## config.mk

```make
export PLATFORM = sky130hd
export DESIGN_NAME = fir_dec
export DESIGN_NICKNAME = d
export VERILOG_FILES = /design/src/rtl/fir_dec.sv
export SDC_FILE = /design/constraint.sdc
export NUM_CORES = 1
export LEC_CHECK = 0
export BUFFER_PORTS_ARGS = -buffer_cell sky130_fd_sc_hd__buf_2
export CAP_MARGIN = 20
export CELL_PAD_IN_SITES_DETAIL_PLACEMENT = 1
export CELL_PAD_IN_SITES_GLOBAL_PLACEMENT = 1
export CORE_MARGIN = 4
export CORE_UTILIZATION = 35
export DETAILED_ROUTE_END_ITERATION = 16
export GPL_ROUTABILITY_DRIVEN = 0
export GPL_TIMING_DRIVEN = 0
export PLACE_DENSITY = 0.74
export SLEW_MARGIN = 15
export SYNTH_ARGS = -nofsm -noshare
export SYNTH_HDL_FRONTEND = slang
export SYNTH_SLANG_ARGS = --single-unit
```

## constraint.sdc

```tcl
create_clock -name clk -period 2.35 [get_ports clk]
set_input_delay 0.235 -clock clk [delete_from_list [all_inputs] [get_ports clk]]
set_output_delay 0.235 -clock clk [all_outputs]
set_load 0.02 [all_outputs]
```

## src/rtl/fir_dec.sv

```systemverilog
// Decimating accumulate-and-dump, round/shift to 8 bits, small output FIFO. FIR_DEC_SAT_EN selects clamp instead of wrap.
// A result reaches o_data right after its dump edge if the FIFO was empty; on a full FIFO with no pop the result is dropped and o_ovf set.

module fir_dec_fifo #(
    parameter int W     = 8,
    parameter int DEPTH = 4,
    parameter int LW    = 5
) (
    input  logic          clk,
    input  logic          rst_n,
    input  logic          clr,
    input  logic          i_push_vld,
    input  logic [W-1:0]  i_push_dat,
    input  logic          i_pop,
    output logic [W-1:0]  o_dat,
    output logic          o_vld,
    output logic          o_full,
    output logic [LW-1:0] o_level
);
    localparam int AW = $clog2(DEPTH);

    logic [W-1:0]  r_mem [DEPTH];
    logic [AW-1:0] r_wptr;
    logic [AW-1:0] r_rptr;
    logic [LW-1:0] r_count;
    logic          w_pop;
    logic          w_push;

    assign o_vld   = (r_count != '0);
    assign o_full  = (r_count == LW'(DEPTH));
    assign o_level = r_count;
    assign w_pop   = i_pop && o_vld;
    // A full FIFO still accepts a push when the head leaves in the same cycle
    assign w_push  = i_push_vld && (!o_full || w_pop);
    assign o_dat   = o_vld ? r_mem[r_rptr] : '0;

    always_ff @(posedge clk) begin
        if (w_push) begin
            r_mem[r_wptr] <= i_push_dat;
        end
    end

    always_ff @(posedge clk or negedge rst_n) begin
        if (!rst_n) begin
            r_wptr  <= '0;
            r_rptr  <= '0;
            r_count <= '0;
        end else if (clr) begin
            r_wptr  <= '0;
            r_rptr  <= '0;
            r_count <= '0;
        end else begin
            if (w_push) begin
                r_wptr <= r_wptr + AW'(1);
            end
            if (w_pop) begin
                r_rptr <= r_rptr + AW'(1);
            end
            if (w_push && !w_pop) begin
                r_count <= r_count + LW'(1);
            end else if (!w_push && w_pop) begin
                r_count <= r_count - LW'(1);
            end
        end
    end
endmodule

module fir_dec #(
    parameter int DEC_N = 4,
    parameter int SHIFT = 2,
    parameter int DEPTH = 4
) (
    input  logic              clk,
    input  logic              rst_n,
    input  logic              en_n,
    input  logic              clr,
    input  logic signed [15:0] i_data,
    input  logic              i_ready,
    output logic signed [7:0] o_data,
    output logic              o_valid,
    output logic [4:0]        o_level,
    output logic              o_ovf
);
    localparam int PW = (DEC_N > 1) ? $clog2(DEC_N) : 1;
    localparam logic signed [20:0] RND_HALF = (21'sd1 <<< SHIFT) >>> 1;

    logic signed [19:0] r_acc;
    logic [PW-1:0]      r_phase;
    logic               r_ovf;

    logic               w_en;
    logic               w_dump;
    logic signed [19:0] w_ext;
    logic signed [19:0] w_sum;
    logic signed [20:0] w_round;
    logic signed [20:0] w_shifted;
    logic [7:0]         w_res;
    logic               w_push;
    logic               w_pop;
    logic               w_full;
    logic [7:0]         w_head;

    assign w_en      = !en_n;
    assign w_dump    = w_en && (r_phase == PW'(DEC_N - 1));
    assign w_ext     = {{4{i_data[15]}}, i_data};
    assign w_sum     = r_acc + w_ext;
    // One guard bit so the rounding offset cannot overflow the 20-bit sum
    assign w_round   = {w_sum[19], w_sum} + RND_HALF;
    assign w_shifted = w_round >>> SHIFT;

    always_comb begin
        w_res = 8'(w_shifted);
`ifdef FIR_DEC_SAT_EN
        if (w_shifted > 21'sd127) begin
            w_res = 8'h7F;
        end else if (w_shifted < -21'sd128) begin
            w_res = 8'h80;
        end
`endif
    end

    assign w_push = w_dump && !clr;
    assign w_pop  = o_valid && i_ready;

    always_ff @(posedge clk or negedge rst_n) begin
        if (!rst_n) begin
            r_acc   <= '0;
            r_phase <= '0;
        end else if (clr) begin
            r_acc   <= '0;
            r_phase <= '0;
        end else if (w_en) begin
            if (w_dump) begin
                r_acc   <= '0;
                r_phase <= '0;
            end else begin
                r_acc   <= w_sum;
                r_phase <= r_phase + PW'(1);
            end
        end
    end

    always_ff @(posedge clk or negedge rst_n) begin
        if (!rst_n) begin
            r_ovf <= 1'b0;
        end else if (clr) begin
            r_ovf <= 1'b0;
        end else if (w_push && w_full && !w_pop) begin
            r_ovf <= 1'b1;
        end
    end

    fir_dec_fifo #(
        .W     (8),
        .DEPTH (DEPTH),
        .LW    (5)
    ) u_fifo (
        .clk        (clk),
        .rst_n      (rst_n),
        .clr        (clr),
        .i_push_vld (w_push),
        .i_push_dat (w_res),
        .i_pop      (i_ready),
        .o_dat      (w_head),
        .o_vld      (o_valid),
        .o_full     (w_full),
        .o_level    (o_level)
    );

    assign o_data = w_head;
    assign o_ovf  = r_ovf;
endmodule

```

* After elaboration in Yosys (flattened, before gate mapping) *
Memories as Yosys holds them, arrays and structs flattened.
Cells that the tools add are included.

cells by class
  shifts and indexed selects = 0
  muxes and demuxes = 18
  reduce and logical (&&, ||, !) cells = 19
  eq/ne operators = 3
  multiply operators = 0
  $lt $le $gt $ge = 0
  bitwise operators = 0
  div/mod/pow operators = 0
  add/subtract/negate cells = 7

operator list
  operator                                                                  number
  20-bit 2-to-1 mux                                                         3
  20-bit by 16-bit adder with 20-bit output                                 1
  5-bit 2-to-1 mux                                                          3
  2-bit 2-to-1 mux                                                          7
  10-bit by 3-bit adder with 10-bit output (second input constant)          1
  1-bit logical AND                                                         8
  8-bit 2-to-1 mux                                                          1
  2-bit by 1-bit adder with 2-bit output (second input constant)            3
  2-bit nonzero test                                                        3
  5-bit by 1-bit adder with 5-bit output (second input constant)            1
  5-bit by 3-bit == test with 1-bit output (second input constant)          1
  1-bit zero test                                                           5
  5-bit nonzero test                                                        1
  5-bit by 1-bit subtractor with 5-bit output (second input constant)       1
  1-bit 2-to-1 mux                                                          4
  3-bit nonzero test                                                        1
  2-bit == test (second input constant)                                     1
  2-bit by 1-bit inequality test with 1-bit output (second input constant)  1
  1-bit logical OR                                                          1

word-level totals
  memories kept = 1
  RAM bits = 32
  output and inout bits = 15
  flip-flop bits (word level) = 32
  input port bits = 21
  word-level logic and storage cells = 54
  bits in read-only memories = 0
  bits in latches = 0

memory list
  name          depth  width  rd ports  clocked after memory_dff  write ports  RTL line  RTL
  u_fifo.r_mem  4      8      1         0                         1            22        logic [W-1:0] r_mem [DEPTH];

* Logic depth before layout (Yosys ltp) *
  word-level depth = 9
  mapped depth = 11
  mapped depth without buffers = 11

* Cells and area by module *
A second synthesis with hierarchy kept.

second synthesis, totals
  cell total of the unflattened synthesis = 236
  area, all modules = 3004.1 sq um

by module, submodules not included
  module        area an instance (sq um)  cells each  sequential area each (sq um)  instances
  fir_dec_fifo  1928.1                    123         1186.1                        1
  fir_dec       1076.0                    113         325.3                         1

* Worst setup path after synthesis *
No wires, ideal clock.

  kind = register to register
  start = reg u_fifo.r_count[1], in the netlist u_fifo.o_level[1]
  end = reg u_fifo.r_count[4], in the netlist u_fifo.o_level[4]
  required time = 2218 ps
  period minus slack after synthesis = 2496 ps
  data arrival time = 2364 ps
  path buffers = 0
  cell stages (with the launch flop) = 11
  library setup time = 132 ps
  setup slack = -146 ps
  cell sequence = dfrtp_1 -> nor4_2 -> mux2i_1 -> nand2_1 -> fa_1 -> a21o_1 -> a21oi_1 -> nand4_1 -> o21ai_0 -> xnor2_1 -> nor2_1

between the ends
  cells in the longest elaborated chain, start to end = 7
  elaborated cells on any way between the ends = 16
  classes of those cells = 2 x add/sub; 1 x eq/ne; 3 x mux; 10 x reduce/logical

RTL lines
  item                                                                                 RTL line  RTL
  from (decl)                                                                          25        logic [LW-1:0] r_count;
  from (signal assigned)                                                               60        r_count <= r_count + LW'(1);
  from (signal assigned)                                                               62        r_count <= r_count - LW'(1);
  branches (longest 7 deep; another with 5-bit by 1-bit subtractor with 5-bit output)  n/a

Parallel ways; which one is timed is not known. The select of a mux whose other input is x is not followed.
A chain may end at the register's enable or synchronous reset.

* Worst setup path after layout *
  start = reg r_acc[0]
  end = mem u_fifo.r_mem[1][6] (data pin)

between the ends
  cells in the longest elaborated chain, start to end = 2

RTL lines
  item                                       RTL line  RTL
  from (decl)                                87        logic signed [19:0] r_acc;
  from (signal assigned)                     137       r_acc <= w_sum;
  20-bit by 16-bit adder with 20-bit output  106       assign w_sum = r_acc + w_ext;
  10-bit by 3-bit adder with 10-bit output   108       assign w_round = {w_sum[19], w_sum} + RND_HALF;
  named net u_fifo.i_push_dat[6]             13        input logic [W-1:0] i_push_dat,
  to (decl)                                  22

The timed path passes the listed nets, and every way through them passes these cells.

==> results.toml <==
[run_status]
status = "complete, but fails checks"
violations = "negative setup slack"

[power]
cellLeakagePower_nw = 1.55
ir_drop_uv = 268
power_density_nw_per_um2 = 912

[die]
core_area_um2 = 8220
die-area_um2 = 9970
die_height_um = 99.9
io_pins = 36
die_x_um = 99.9
row_count = 33
initial_utilization_pct = 35.9

[layout]
area_growth_pct = 29.0
final_common_cell = "edfxtp_1"
num-nets-final = 339
fillers = 874
drive_gt1_share_pct = 41.3
regArea_um2 = 1520
multi_input_area_um2 = 1690
mostFrequentLayoutCells = "edfxtp_1 (32), buf_2 (28), nor2_1 (26)"
finalInstanceArea_um2 = 3810
antennaDiodeCount = 0
finalCoreUtilization_pct = 46.4

[clock_network]
root_buffer = "clkbuf_8"
htree_levels = 2
numClockSinks = 54
cts_tree = "yes"
clk_latency_ps = 320
cts_buffer_depth = 2
clk_pin_slew_ps = 100
numCtsBuffers = 5

[sta]
min_period_over_period_pct = 107
timing.slew.headroom_pct = 53.2
min_period_ps = 2510
fin_skew_ps = 12.7
setup_viol = 19
tightestPinTransition_ps = 700
max_freq_ghz = 0.398
grt_setup_unrepaired = "true"
finalMaxSlewViolations = 0
tns_ps = -2400
setup_slack_ps = -163
hold_viol_final = 0

[drt]
highest-signal-layer = "met4"
drt_iter0_markers = 64
wl_met1_um = 3090
dr_wl_met2_um = 3650
ant_nets = 0
drt-total-wl_um = 7020
dr.pass1.iters = 4
avgRoutedWirePerCell_um = 17.4
dr_wl_met3_um = 197
vias_per_cell = 5.14
drcViolationCount = 0
vias = 2073

[placement]
place_hpwl_um = 4600
io_buffers = 27
place_area_um2 = 3250

[worst_setup_path]
end_kind = "flop"
crit_required_ps = 2420
path_max_fanout = 4
crit_type = "reg -> reg"
arrival_ps = 2580
ff2ff_path_depth = 9
cp-start-kind = "flop"

[logic_synthesis]
synth_area_leaders = "edfxtp_1 (33%), dfrtp_1 (19%), ha_1 (8.1%)"
netlist.area_leader.share_pct = 32.5
synthCells = 239
syn-num-nets = 281
synth-seq-cells = 54
ys_types = 48
synth_edf_count = 32
ys_async_sr_fraction_pct = 40.7
synth_area_per_cell_um2 = 12.4
synth_area_um2 = 2950
yosys_warnings = 0
yosys.area.top_type = "edfxtp_1"
synth_seq_area_share_pct = 51.2
synth_flop_cell = "edfxtp_1"

[grt]
grt_max_degree = 23
antenna_found_initial = 0
grt_pass1_vias = 2174
grt_usage_pct = 13.8
grt_pass1_wl_um = 10800
gr-total-overflow = 0

[hold_path]
holdCritPathClass = "in -> reg"
holdPathStages = 4

[flow_run]
drv_cap = 0
## layout make-up
| type | instances | area share (%) |
|---|---|---|
| buffer | 8 | 0.821 |
| clock buffer | 5 | 1.81 |
| clock inverter | 3 | 0.690 |
| inverter | 3 | 0.296 |
| multi-input combinational | 174 | 44.4 |
| sequential | 54 | 39.8 |
| tap | 105 | 3.45 |
| timing repair buffer | 51 | 8.74 |
## synth_stat cells, types with 2 or more instances
cell type  number
buf_1           2
a22oi_1         7
a21o_1          2
o21ai_0         6
mux4_2          8
and2_1         12
dfrtp_1        22
a21oi_1         9
nor2b_1         2
o21a_1          2
edfxtp_1       32
mux2i_1         2
ha_1           19
xor2_1          9
inv_1           3
nor3b_1         2
o21ai_1         2
nand2b_1        4
nand3_1         3
clkbuf_1        5
nor2_1         30
fa_1            2
nor4_2          2
xnor2_1        10
nand2_1        11
and3b_1         2
a211oi_1        5
mux2_2          4
## power by group
part           internal (W)  leakage [nW]  switching (W)
Sequential          0.00114         0.574      0.0000796
Combinational      0.000801         0.927       0.000904
Clock              0.000220        0.0491       0.000328
## state kept, by name (all words and copies together) (netlist names)
signal,flops
u_fifo.r_wptr,2
r_acc,10
u_fifo.r_rptr,2
o_ovf,1
r_phase,2
u_fifo.r_mem,32
u_fifo.o_level,5
## stage by stage
stage               instances  worst slack (ps)  power (W)  hold slack, ps
global route              403              -296    0.00370             349
CTS                       393              -158    0.00321             305
detailed placement        371              -369    0.00251             238
floorplan                 239              11.6    0.00218           -60.6
finish                    403              -163    0.00348             329
global placement          371              -297    0.00247             245
## logic make-up after synthesis
family                     share of synthesized area [%]
xor gates and xnor gates                            5.64
DFF                                                 51.2
adders and majority gates                           9.41
buffers and inverters                               1.44
and+or+nand+nor                                     15.2
muxes                                               8.30
AOI/OAI and AO/OA                                   8.81
## per-layer routing
layer | track usage [%] | vias up
met3 | 2.71 | 7
met1 | 17.3 | 1045
met2 | 23.9 | 33
met5 | 0 | -
met4 | 4.62 | 0
li1 | - | 988
## critical path, stage by stage, from the launching register on
cell and delay (ps):
dfrtp_1 420, ha_4 180, fa_2 400, a211oi_4 290
nor2_2 70, nor2_2 200, buf_4 140, and4_4 230
nor3b_4 210, xnor2_2 120
## final timing paths
path,from,to,slack (ps)
max,r_acc[0]$_DFFE_PN0P_,u_fifo.r_mem[1][6]$_DFFE_PP_,-160
min,i_ready,u_fifo.r_rptr[1]$_DFFE_PN0P_,330
max reg2reg,r_acc[0]$_DFFE_PN0P_,u_fifo.r_mem[1][6]$_DFFE_PP_,-160
min reg2reg,r_phase[1]$_DFFE_PN0P_,r_phase[1]$_DFFE_PN0P_,550
max in group asynchronous,rst_n,u_fifo.o_level[0]$_DFFE_PN0P_,1550
min in group asynchronous,rst_n,r_acc[7]$_DFFE_PN0P_,420
## timing repair
item,4_1_cts,5_1_grt
gates resized for setup,14,36
gates cloned,0,0
setup buffers,13,11
hold endpoints to repair,22,0
pin swaps,17,27
endpoints found under the setup margin,23,29
hold buffers,1,0
Note: power is estimated with default switching activity, not from simulation.
